===== config.mk =====
export PLATFORM = sky130hd
export DESIGN_NAME = alu_pipe
export DESIGN_NICKNAME = d
export VERILOG_FILES = /design/src/rtl/alu_pipe.sv
export SDC_FILE = /design/constraint.sdc
export NUM_CORES = 1
export LEC_CHECK = 0
export CAP_MARGIN = 20
export CORE_MARGIN = 2
export CORE_UTILIZATION = 50
export DETAILED_ROUTE_END_ITERATION = 10
export GPL_TIMING_DRIVEN = 0
export PLACE_DENSITY = 0.74
export REMOVE_ABC_BUFFERS = 1
export SYNTH_ARGS = -nofsm -noshare
export SYNTH_HDL_FRONTEND = slang
export SYNTH_SLANG_ARGS = --single-unit
export TNS_END_PERCENT = 100

===== constraint.sdc =====
create_clock -name Clk -period 3.46 [get_ports Clk]
set_input_delay 0.346 -clock Clk [delete_from_list [all_inputs] [get_ports Clk]]
set_output_delay 0.346 -clock Clk [all_outputs]
set_load 0.01 [all_outputs]

===== src/rtl/alu_pipe.sv =====
// alu_pipe: registered, valid/ready handshaked ALU with flags.
// Optional feature macro: ALU_MUL_EN enables the iterative shift-add multiply
// (opcode 12). Without it, opcode 12 is treated as a reserved opcode.
`timescale 1ns/1ps
module alu_pipe #(
  parameter int W   = 8,
  parameter int Ops = 4
) (
  input  logic           Clk,
  input  logic           Reset,
  input  logic           InValid,
  output logic           InReady,
  input  logic [W-1:0]   InputA,
  input  logic [W-1:0]   InputB,
  input  logic [Ops-1:0] OP,
  output logic           OutValid,
  input  logic           OutReady,
  output logic [W-1:0]   Out,
  output logic           Zero,
  output logic           Carry,
  output logic           Neg,
  output logic           Illegal
);

  localparam int SW = $clog2(W);

  localparam logic [Ops-1:0] OP_ADD = Ops'(0);
  localparam logic [Ops-1:0] OP_SUB = Ops'(1);
  localparam logic [Ops-1:0] OP_AND = Ops'(2);
  localparam logic [Ops-1:0] OP_OR  = Ops'(3);
  localparam logic [Ops-1:0] OP_XOR = Ops'(4);
  localparam logic [Ops-1:0] OP_NEG = Ops'(5);
  localparam logic [Ops-1:0] OP_LSH = Ops'(6);
  localparam logic [Ops-1:0] OP_RSH = Ops'(7);
  localparam logic [Ops-1:0] OP_ASR = Ops'(8);
  localparam logic [Ops-1:0] OP_GEQ = Ops'(9);
  localparam logic [Ops-1:0] OP_EQ  = Ops'(10);
  localparam logic [Ops-1:0] OP_NEQ = Ops'(11);

`ifdef ALU_MUL_EN
  localparam logic [Ops-1:0] OP_MUL   = Ops'(12);
  localparam logic [SW-1:0]  CNT_LAST = SW'(W - 1);
  typedef enum logic [1:0] {S_IDLE, S_BUSY, S_DONE} state_t;
`else
  typedef enum logic [1:0] {S_IDLE, S_DONE} state_t;
`endif

  // Single-cycle result: {illegal, carry, result}. Shifts are done on a
  // (W+1)-bit value so the last bit shifted out falls into the extra bit,
  // which also makes a zero shift amount give carry 0 without a special case.
  function automatic logic [W+1:0] alu_eval(input logic [W-1:0] a,
                                            input logic [W-1:0] b,
                                            input logic [Ops-1:0] op);
    logic [W:0]        ext;
    logic signed [W:0] sext;
    logic [SW-1:0]     amt;
    logic [W-1:0]      res;
    logic              c;
    logic              ill;
    amt  = b[SW-1:0];
    ext  = '0;
    sext = '0;
    res  = '0;
    c    = 1'b0;
    ill  = 1'b0;
    case (op)
      OP_ADD: begin ext = {1'b0, a} + {1'b0, b}; res = ext[W-1:0]; c = ext[W]; end
      OP_SUB: begin ext = {1'b0, a} - {1'b0, b}; res = ext[W-1:0]; c = ext[W]; end
      OP_AND: res = a & b;
      OP_OR:  res = a | b;
      OP_XOR: res = a ^ b;
      OP_NEG: res = {W{1'b0}} - a;
      OP_LSH: begin ext = {1'b0, a} << amt; res = ext[W-1:0]; c = ext[W]; end
      OP_RSH: begin ext = {a, 1'b0} >> amt; res = ext[W:1]; c = ext[0]; end
      OP_ASR: begin sext = $signed({a, 1'b0}) >>> amt; res = sext[W:1]; c = sext[0]; end
      OP_GEQ: res = {{(W-1){1'b0}}, (a >= b)};
      OP_EQ:  res = {{(W-1){1'b0}}, (a == b)};
      OP_NEQ: res = {{(W-1){1'b0}}, (a != b)};
      default: ill = 1'b1;
    endcase
    return {ill, c, res};
  endfunction

  state_t         r_state;
  logic           r_live;
  logic           r_out_valid;
  logic [W-1:0]   r_out;
  logic           r_zero;
  logic           r_carry;
  logic           r_neg;
  logic           r_illegal;

  logic           w_accept;
  logic           w_is_mul;
  logic           w_res_load;
  logic [W+1:0]   w_eval;
  logic [W+1:0]   w_res_val;

`ifdef ALU_MUL_EN
  logic [W-1:0]   r_mul_a;
  logic [W-1:0]   r_mul_b;
  logic [W-1:0]   r_acc;
  logic [SW-1:0]  r_cnt;
  logic [W-1:0]   w_acc_next;
  logic           w_mul_last;

  assign w_is_mul   = (OP == OP_MUL);
  assign w_acc_next = r_acc + (r_mul_b[0] ? r_mul_a : {W{1'b0}});
  assign w_mul_last = (r_state == S_BUSY) && (r_cnt == CNT_LAST);
`else
  assign w_is_mul   = 1'b0;
`endif

  // r_live keeps InReady low until the first edge after reset release.
  assign InReady  = r_live && ((r_state == S_IDLE) || ((r_state == S_DONE) && OutReady));
  assign w_accept = InReady && InValid;
  assign w_eval   = alu_eval(InputA, InputB, OP);

  // Select which result (single-cycle op or finished multiply) loads the output registers.
  always_comb begin
    w_res_load = w_accept && !w_is_mul;
    w_res_val  = w_eval;
`ifdef ALU_MUL_EN
    if (w_mul_last) begin
      w_res_load = 1'b1;
      w_res_val  = {2'b00, w_acc_next};
    end else begin
      w_res_load = w_accept && !w_is_mul;
    end
`endif
  end

  // Handshake state machine and multiply iteration.
  always_ff @(posedge Clk or negedge Reset) begin
    if (!Reset) begin
      r_state     <= S_IDLE;
      r_live      <= 1'b0;
      r_out_valid <= 1'b0;
`ifdef ALU_MUL_EN
      r_mul_a     <= '0;
      r_mul_b     <= '0;
      r_acc       <= '0;
      r_cnt       <= '0;
`endif
    end else begin
      r_live <= 1'b1;
      if (w_accept) begin
`ifdef ALU_MUL_EN
        if (w_is_mul) begin
          r_state     <= S_BUSY;
          r_out_valid <= 1'b0;
          r_mul_a     <= InputA;
          r_mul_b     <= InputB;
          r_acc       <= '0;
          r_cnt       <= '0;
        end else begin
          r_state     <= S_DONE;
          r_out_valid <= 1'b1;
        end
`else
        r_state     <= S_DONE;
        r_out_valid <= 1'b1;
`endif
      end else begin
        case (r_state)
          S_IDLE: r_state <= S_IDLE;
`ifdef ALU_MUL_EN
          S_BUSY: begin
            r_acc   <= w_acc_next;
            r_mul_a <= r_mul_a << 1;
            r_mul_b <= r_mul_b >> 1;
            r_cnt   <= r_cnt + SW'(1);
            if (w_mul_last) begin
              r_state     <= S_DONE;
              r_out_valid <= 1'b1;
            end else begin
              r_state     <= S_BUSY;
            end
          end
`endif
          S_DONE: begin
            if (OutReady) begin
              r_state     <= S_IDLE;
              r_out_valid <= 1'b0;
            end else begin
              r_state     <= S_DONE;
            end
          end
          default: begin
            r_state     <= S_IDLE;
            r_out_valid <= 1'b0;
          end
        endcase
      end
    end
  end

  // Result and flag registers; they change only when a new result is loaded.
  always_ff @(posedge Clk or negedge Reset) begin
    if (!Reset) begin
      r_out     <= '0;
      r_zero    <= 1'b1;
      r_carry   <= 1'b0;
      r_neg     <= 1'b0;
      r_illegal <= 1'b0;
    end else if (w_res_load) begin
      r_out     <= w_res_val[W-1:0];
      r_zero    <= (w_res_val[W-1:0] == {W{1'b0}});
      r_carry   <= w_res_val[W];
      r_neg     <= w_res_val[W-1];
      r_illegal <= w_res_val[W+1];
    end
  end

  assign OutValid = r_out_valid;
  assign Out      = r_out;
  assign Zero     = r_zero;
  assign Carry    = r_carry;
  assign Neg      = r_neg;
  assign Illegal  = r_illegal;

endmodule


==> results of run 1 <==
==> cells in the final DEF, fill, tap and decap left out, types with 3 or more instances in the layout <==
| master | n |
|---|---|
| o21a_1 | 3 |
| xnor2_1 | 7 |
| o221ai_1 | 8 |
| nand2b_1 | 7 |
| clkdlybuf4s50_1 | 28 |
| a21o_1 | 3 |
| a211oi_1 | 8 |
| nand2_1 | 37 |
| and2_1 | 4 |
| ha_1 | 26 |
| nor3_1 | 13 |
| o211ai_1 | 3 |
| mux2i_1 | 10 |
| dfrtp_1 | 13 |
| dlymetal6s2s_1 | 5 |
| or4_1 | 3 |
| o21ai_0 | 16 |
| inv_1 | 23 |
| clkbuf_8 | 4 |
| o21bai_1 | 4 |
| a21oi_1 | 20 |
| o22ai_1 | 4 |
| nand3_1 | 9 |
| nor2b_1 | 4 |
| a31oi_1 | 6 |
| mux2_2 | 6 |
| nor4_1 | 6 |
| a22oi_1 | 5 |
| nor2_1 | 20 |
==> Yosys cell counts (4+ instances only) <==
| cell type | number | area (um^2) |
|---|---|---|
| a211oi_1 | 8 | 60.06 |
| a21oi_1 | 20 | 100.1 |
| a22oi_1 | 5 | 37.54 |
| a31oi_1 | 6 | 37.54 |
| and2_1 | 4 | 25.02 |
| buf_2 | 5 | 25.02 |
| buf_6 | 6 | 67.56 |
| clkbuf_1 | 7 | 26.28 |
| clkbuf_8 | 6 | 82.58 |
| dfrtp_1 | 13 | 325.3 |
| ha_1 | 26 | 325.3 |
| inv_1 | 23 | 86.33 |
| mux2_2 | 6 | 67.56 |
| mux2i_1 | 10 | 100.1 |
| nand2_1 | 37 | 138.9 |
| nand2b_1 | 7 | 43.79 |
| nand3_1 | 9 | 45.04 |
| nor2_1 | 20 | 75.07 |
| nor2b_1 | 4 | 25.02 |
| nor3_1 | 14 | 70.07 |
| nor4_1 | 6 | 37.54 |
| o21ai_0 | 16 | 80.08 |
| o21bai_1 | 4 | 30.03 |
| o221ai_1 | 8 | 70.07 |
| o22ai_1 | 4 | 25.02 |
| xnor2_1 | 7 | 61.31 |
==> state kept, by name, indices dropped and copies added, names as in the netlist <==
| name | cells |
|---|---|
| Zero | 1 |
| r_live | 1 |
| Carry | 1 |
| OutValid | 1 |
| Out | 8 |
| Illegal | 1 |
| r_state | 1 |
==> layout make-up <==
class                           count  area (um^2)  area share, %
Timing Repair Buffer               37        375.4          12.40
Clock buffer                        4        55.05          1.819
Multi-Input combinational cell    283         2067          68.29
Sequential cell                    14        351.6          11.62
Inverter                           24        90.09          2.976
Tap cell                           70        87.58          2.894
==> worst max-delay path: cells and delay by family <==
| family | cells | cell delay [ns] |
|---|---|---|
| AO/OA/AOI/OAI | 2 | 0.56 |
| XOR/XNOR | 1 | 0.16 |
| buffers and inverters | 2 | 0.97 |
| AND/OR/NAND/NOR | 4 | 1.06 |
| adder cells (fa/ha/maj) | 1 | 0.47 |
==> metal layers <==
metal | GRT usage [%] | vias up | share of wire (%)
li1 | - | 1320 | -
met1 | 37.69 | 1302 | 43
met2 | 40.60 | 151 | 44
met3 | 5.233 | 20 | 9.6
met4 | 9.107 | 0 | 3.0
met5 | 0 | - | 0
==> what timing repair did <==
action	in CTS	in global routing
endpoints found under the setup margin	5	1
gates resized for setup	9	11
hold buffers	0	0
==> final timing paths <==
kind	startpoint	endpoint	slack, ns	cells past startpoint
max	InputA[7]	Zero	0.08	10
min	Out[1]	Out[1]	0.48	2
max reg2reg	r_state[0]	Zero	1.30	6
min reg2reg	Out[1]	Out[1]	0.48	2
max in group asynchronous	Reset	Out[3]	2.57	1
min in group asynchronous	Reset	Out[5]	0.49	1
==> per-stage QoR <==
step	cells	hold WS, ns	power [mW]	util (%)	setup slack [ns]
after floorplan	321	0.05041	0.4309	-	0.8366
after global placement	428	0.4550	0.6103	57.14	-0.8313
after detailed placement	428	0.4724	0.6156	57.14	-0.8122
after CTS	432	0.4856	0.7764	58.30	0.007985
after global routing	432	0.5144	0.8385	58.51	0.01742
final	432	0.4802	0.7809	58.51	0.07544
==> where the power goes <==
group | total, mW | leakage (nW) | internal [mW] | switching (mW)
sequential | 0.207 | 0.168 | 0.193 | 0.0145
combinational | 0.412 | 1.10 | 0.186 | 0.226
clock | 0.161 | 0.0288 | 0.101 | 0.0603
total | 0.781 | 1.30 | 0.480 | 0.301
==> cells by family (layout without fill, tap and decap cells) <==
logic type,count (synthesis),after routing
AO/OA/AOI/OAI,102,102
buffers and inverters,50,65
multiplexers,19,19
adder cells (fa/ha/maj),28,28
flip-flops,14,14
other,1,1
XOR/XNOR,8,8
AND/OR/NAND/NOR,125,125
==> run_results.csv, run 1 <==
group,metric,value,unit
outcome,status,"completed",
die,die-area,0.006033,mm^2
die,pin_count,38,
die,dieHeight,77.67,um
yosys,seq_area_frac_synth,12.96,%
clock_network,clock_latency,0.25,ns
layout,design_area,0.003027,mm^2
yosys,syn_area_per_cell,7.821,um^2
power_and_ir_drop,power_density,258.0,mW/mm^2
layout,antenna_cells,0,
critical_path,path_cells,"clkdlybuf4s50_1 -> inv_1 -> ha_1 -> or4_1 -> nor2_1 -> xnor2_1 -> nor3_1 -> a311oi_1 -> nor4b_2 -> a41o_1",
power_and_ir_drop,p_leak,1.298,nW
sta,fin_crit_sh,97.82,%
yosys,ys.warnings.count,0,
critical_path,arrival,3.57,ns
clock_network,clk_path_buf_depth,2,
placed_design,dp_hpwl,6.010,mm
critical_path,start_kind,"input port",
placed_design,postPlaceCellArea,0.002955,mm^2
yosys,synth_top_family_by_area,"compound AO/OA/AOI/OAI gates",
sta,max_freq,295.5,MHz
yosys,yosys_register_bits,14,
critical_path,worst_path_largest_cell_delay,0.74,ns
drt,viasPerCell,6.465,
drt,drt-total-wl,7.863,mm
yosys,synth_cells,347,
critical_path,path_max_fanout,10,
sta,rsz0062_at_grt,"no",
drt,drt_iter0_drc,354,
sta,maxSlewViolCount,0,
sta,fin_worst_skew,0.001801,ns
clock_network,cts_root_buf,"clkbuf_8",
critical_path,critPathRequiredTime,3.65,ns
die,start_util,52.47,%
global_routing,antenna_found_initial,0,
global_routing,grt_pass1_wl,13.12,mm
layout,drive_gt1_share,8.011,%
die,coreArea,0.005172,mm^2
clock_network,cts_tree,"yes",
clock_network,cts.sinks,14,
sta,slew_headroom,35.91,%
yosys,synth-edff-count,0,
clock_network,numCtsBuffers,3,
drt,num_vias,2793,
sta,finalHoldViolCount,0,
sta,setup-violations-final,0,
global_routing,grt_remaining_overflow,0,
layout,area_growth,11.53,%
sta,setup_tns,0,ns
layout,nets,415,
drt,drt.antenna.violating_nets,0,
clock_network,h-tree-depth,1,
yosys,synth_compound_area_share,26.00,%
clock_network,clk_pin_slew,0.06,ns
critical_path,path_class,"input port to flop",
sta,tightest_slew,0.9597,ns
layout,fillers,472,
min_path,hold_class,"flop to flop",
die,num_rows,26,
critical_path,critPathCaptureType,"flop",
yosys,synth_cell_types,71,
yosys,async_reset_ff_share,100.0,%
drt,dr.pass1.iters,5,
yosys,synth-adder-area-share,13.46,%
placed_design,io_buffers,37,
placed_design,gp_congestion,0.9586,
job,cap_violations,0,
clock_network,postCtsSetupBuffers,0,
sta,min_period,3.385,ns
global_routing,grt_start_max_net_pins,27,
drt,route.detailed.drc,0,
yosys,muxShareOfSynthArea,8.806,%
yosys,yosys.area_share.simple,24.76,%
power_and_ir_drop,ir_drop,201.2,uV
die,die_width,77.67,um
critical_path,slowest_stage,"clkdlybuf4s50_1",
yosys,synthFlopType,"dfrtp_1",
global_routing,grt_usage,26.72,%
yosys,synthXorXnorAreaFrac,2.582,%
global_routing,grt_pass1_vias,2598,
drt,routedWlPerCell,18.20,um
yosys,synth_area,0.002714,mm^2
(Power assumes the default switching activity.)
==> run 2, diff against run 1 <==
--- a/config.mk
+++ b/config.mk
@@ -8,10 +8,12 @@
 export CAP_MARGIN = 20
 export CORE_MARGIN = 2
 export CORE_UTILIZATION = 50
+export CTS_CLUSTER_SIZE = 28
 export DETAILED_ROUTE_END_ITERATION = 10
 export GPL_TIMING_DRIVEN = 0
 export PLACE_DENSITY = 0.74
 export REMOVE_ABC_BUFFERS = 1
+export SLEW_MARGIN = 10
 export SYNTH_ARGS = -nofsm -noshare
 export SYNTH_HDL_FRONTEND = slang
 export SYNTH_SLANG_ARGS = --single-unit
==> results of run 2 <==
No change in the layout: final DEF, timing and power equal those of run 1.
==> variant: new RTL, config.mk and constraints of run 2 <==
The option `ALU_MUL_EN` is turned on by a define.
--- a/src/rtl/alu_pipe.sv
+++ b/src/rtl/alu_pipe.sv
@@ -2,6 +2,8 @@
 // Optional feature macro: ALU_MUL_EN enables the iterative shift-add multiply
 // (opcode 12). Without it, opcode 12 is treated as a reserved opcode.
 `timescale 1ns/1ps
+`define ALU_MUL_EN
+
 module alu_pipe #(
   parameter int W   = 8,
   parameter int Ops = 4
Function: changed (Yosys sat finds a counterexample within 4 cycles, from zero or initial values and one cycle with Reset low).
==> variant against run 2 <==
Cell area rose by 66%; area after synthesis rose by 70%; sequential power rose to 3.1 times the old value; worst setup slack got worse by 72 ps; wire length rose by 74%; critical endpoint unchanged; clock skew rose by 5.6 ps; critical path type unchanged; sequential cell count rose by 28; total power rose by 120%.
==> variant: results (changes against run 2) <==
cells on worst reg2reg path=8 (+2); clock transition at the registers of the reported paths=80 ps (+20 ps); Flop+latch power=0.652 mW (+210%); GRT Util Overall=0.2762 (+0.008943); CTS Buf Count=5 (+2); type of the tightest min-delay check=in2async; CTS H-tree lvls=2 (+1); Clock Skew=7.427 ps (+5.626 ps); Fillers=861 (+82%); top cells by count, synth=nor2_1 (59), a21oi_1 (51), o21ai_0 (42); Mapped Cells=568 (+64%); Setup Slack @ Placement=-975.4 ps (-163.2 ps); first-pass GRT wire length=21.89 mm (+67%); NetSw=0.6066 mW (+100%); Max VDD drop=0.2235 mV (+11%); WP data arrival=3690 ps (+120 ps); Synth area leaders=dfrtp_1 (22%), ha_1 (11%), a21oi_1 (5.5%); hpwl dp=9.908 mm (+65%); vias=4442 (+59%); Logic pwr share=0.377 (-0.151); WL final=13.72 mm (+74%); placed insts=671 (+57%); clock latency on the worst-skew pair=290 ps (+40 ps); Internal Power=1.080 mW (+130%); vias in the first global route=4037 (+55%); post-synthesis cell type count=76 (+7.0%); run status=complete, no violations; fin nets=638 (+54%); Worst Setup SP=OP[1]
==> variant: cell count changes in the layout (fill, tap and decap cells not counted), moves of 7 or more <==
cell | before | now
a21oi_1 | 20 | 51
a22o_1 | 2 | 11
and2_1 | 4 | 11
dfrtp_1 | 13 | 41
ha_1 | 26 | 39
inv_1 | 23 | 30
nor2_1 | 20 | 58
nor2b_1 | 4 | 14
o21ai_0 | 16 | 42
==> variant: cell families after synthesis <==
group | share of synthesized area
AOI/OAI and AO/OA | 0.2599
xor gates and xnor gates | 0.02852
adders and majority gates | 0.1190
buffers and inverters | 0.07795
DFF | 0.2284
muxes | 0.06192
other | 0.0008140
and+or+nand+nor | 0.2235
==> variant: repair_timing <==
action	4_1_cts	5_1_grt
hold buffers	1	0
endpoints found under the hold margin	6	0
endpoints found under the setup margin	20	6
pin swaps	0	1
buffers inserted	0	3
resized for setup	15	17
==> variant: per-stage QoR <==
step,instance area (µm²),hold slack [ps]
final,5037,419.1
after global routing,5037,423.0
after CTS,5019,420.8
after detailed placement,4892,191.9
after global placement,4870,464.8
after floorplan,4360,50.41
==> variant: worst max-delay path, cell delays in order <==
cell             delay, ps
clkdlybuf4s50_1        960
and4bb_2               650
and3_1                 200
nor2_1                  90
a22oi_1                 80
a2111oi_1              750
o22a_1                 240
and4bb_1               200
a32o_1                 160
==> variant: layout make-up <==
type	instances	area [µm²]	area share
multi-input combinational	450	3211	0.6374
inverter	30	112.6	0.02235
tap	111	138.9	0.02757
clock inverter	3	43.79	0.008693
timing repair buffer	43	410.4	0.08147
sequential	42	1052	0.2089
clock buffer	5	68.82	0.01366
==> variant: routing by layer <==
layer  wire (µm)  vias up  global-route usage
met1        5830     2053              0.3934
met3        1439       47             0.05850
met4         444        0             0.07482
li1            -     2072                   -
met2        6006      270              0.4267
met5           0        -                   0
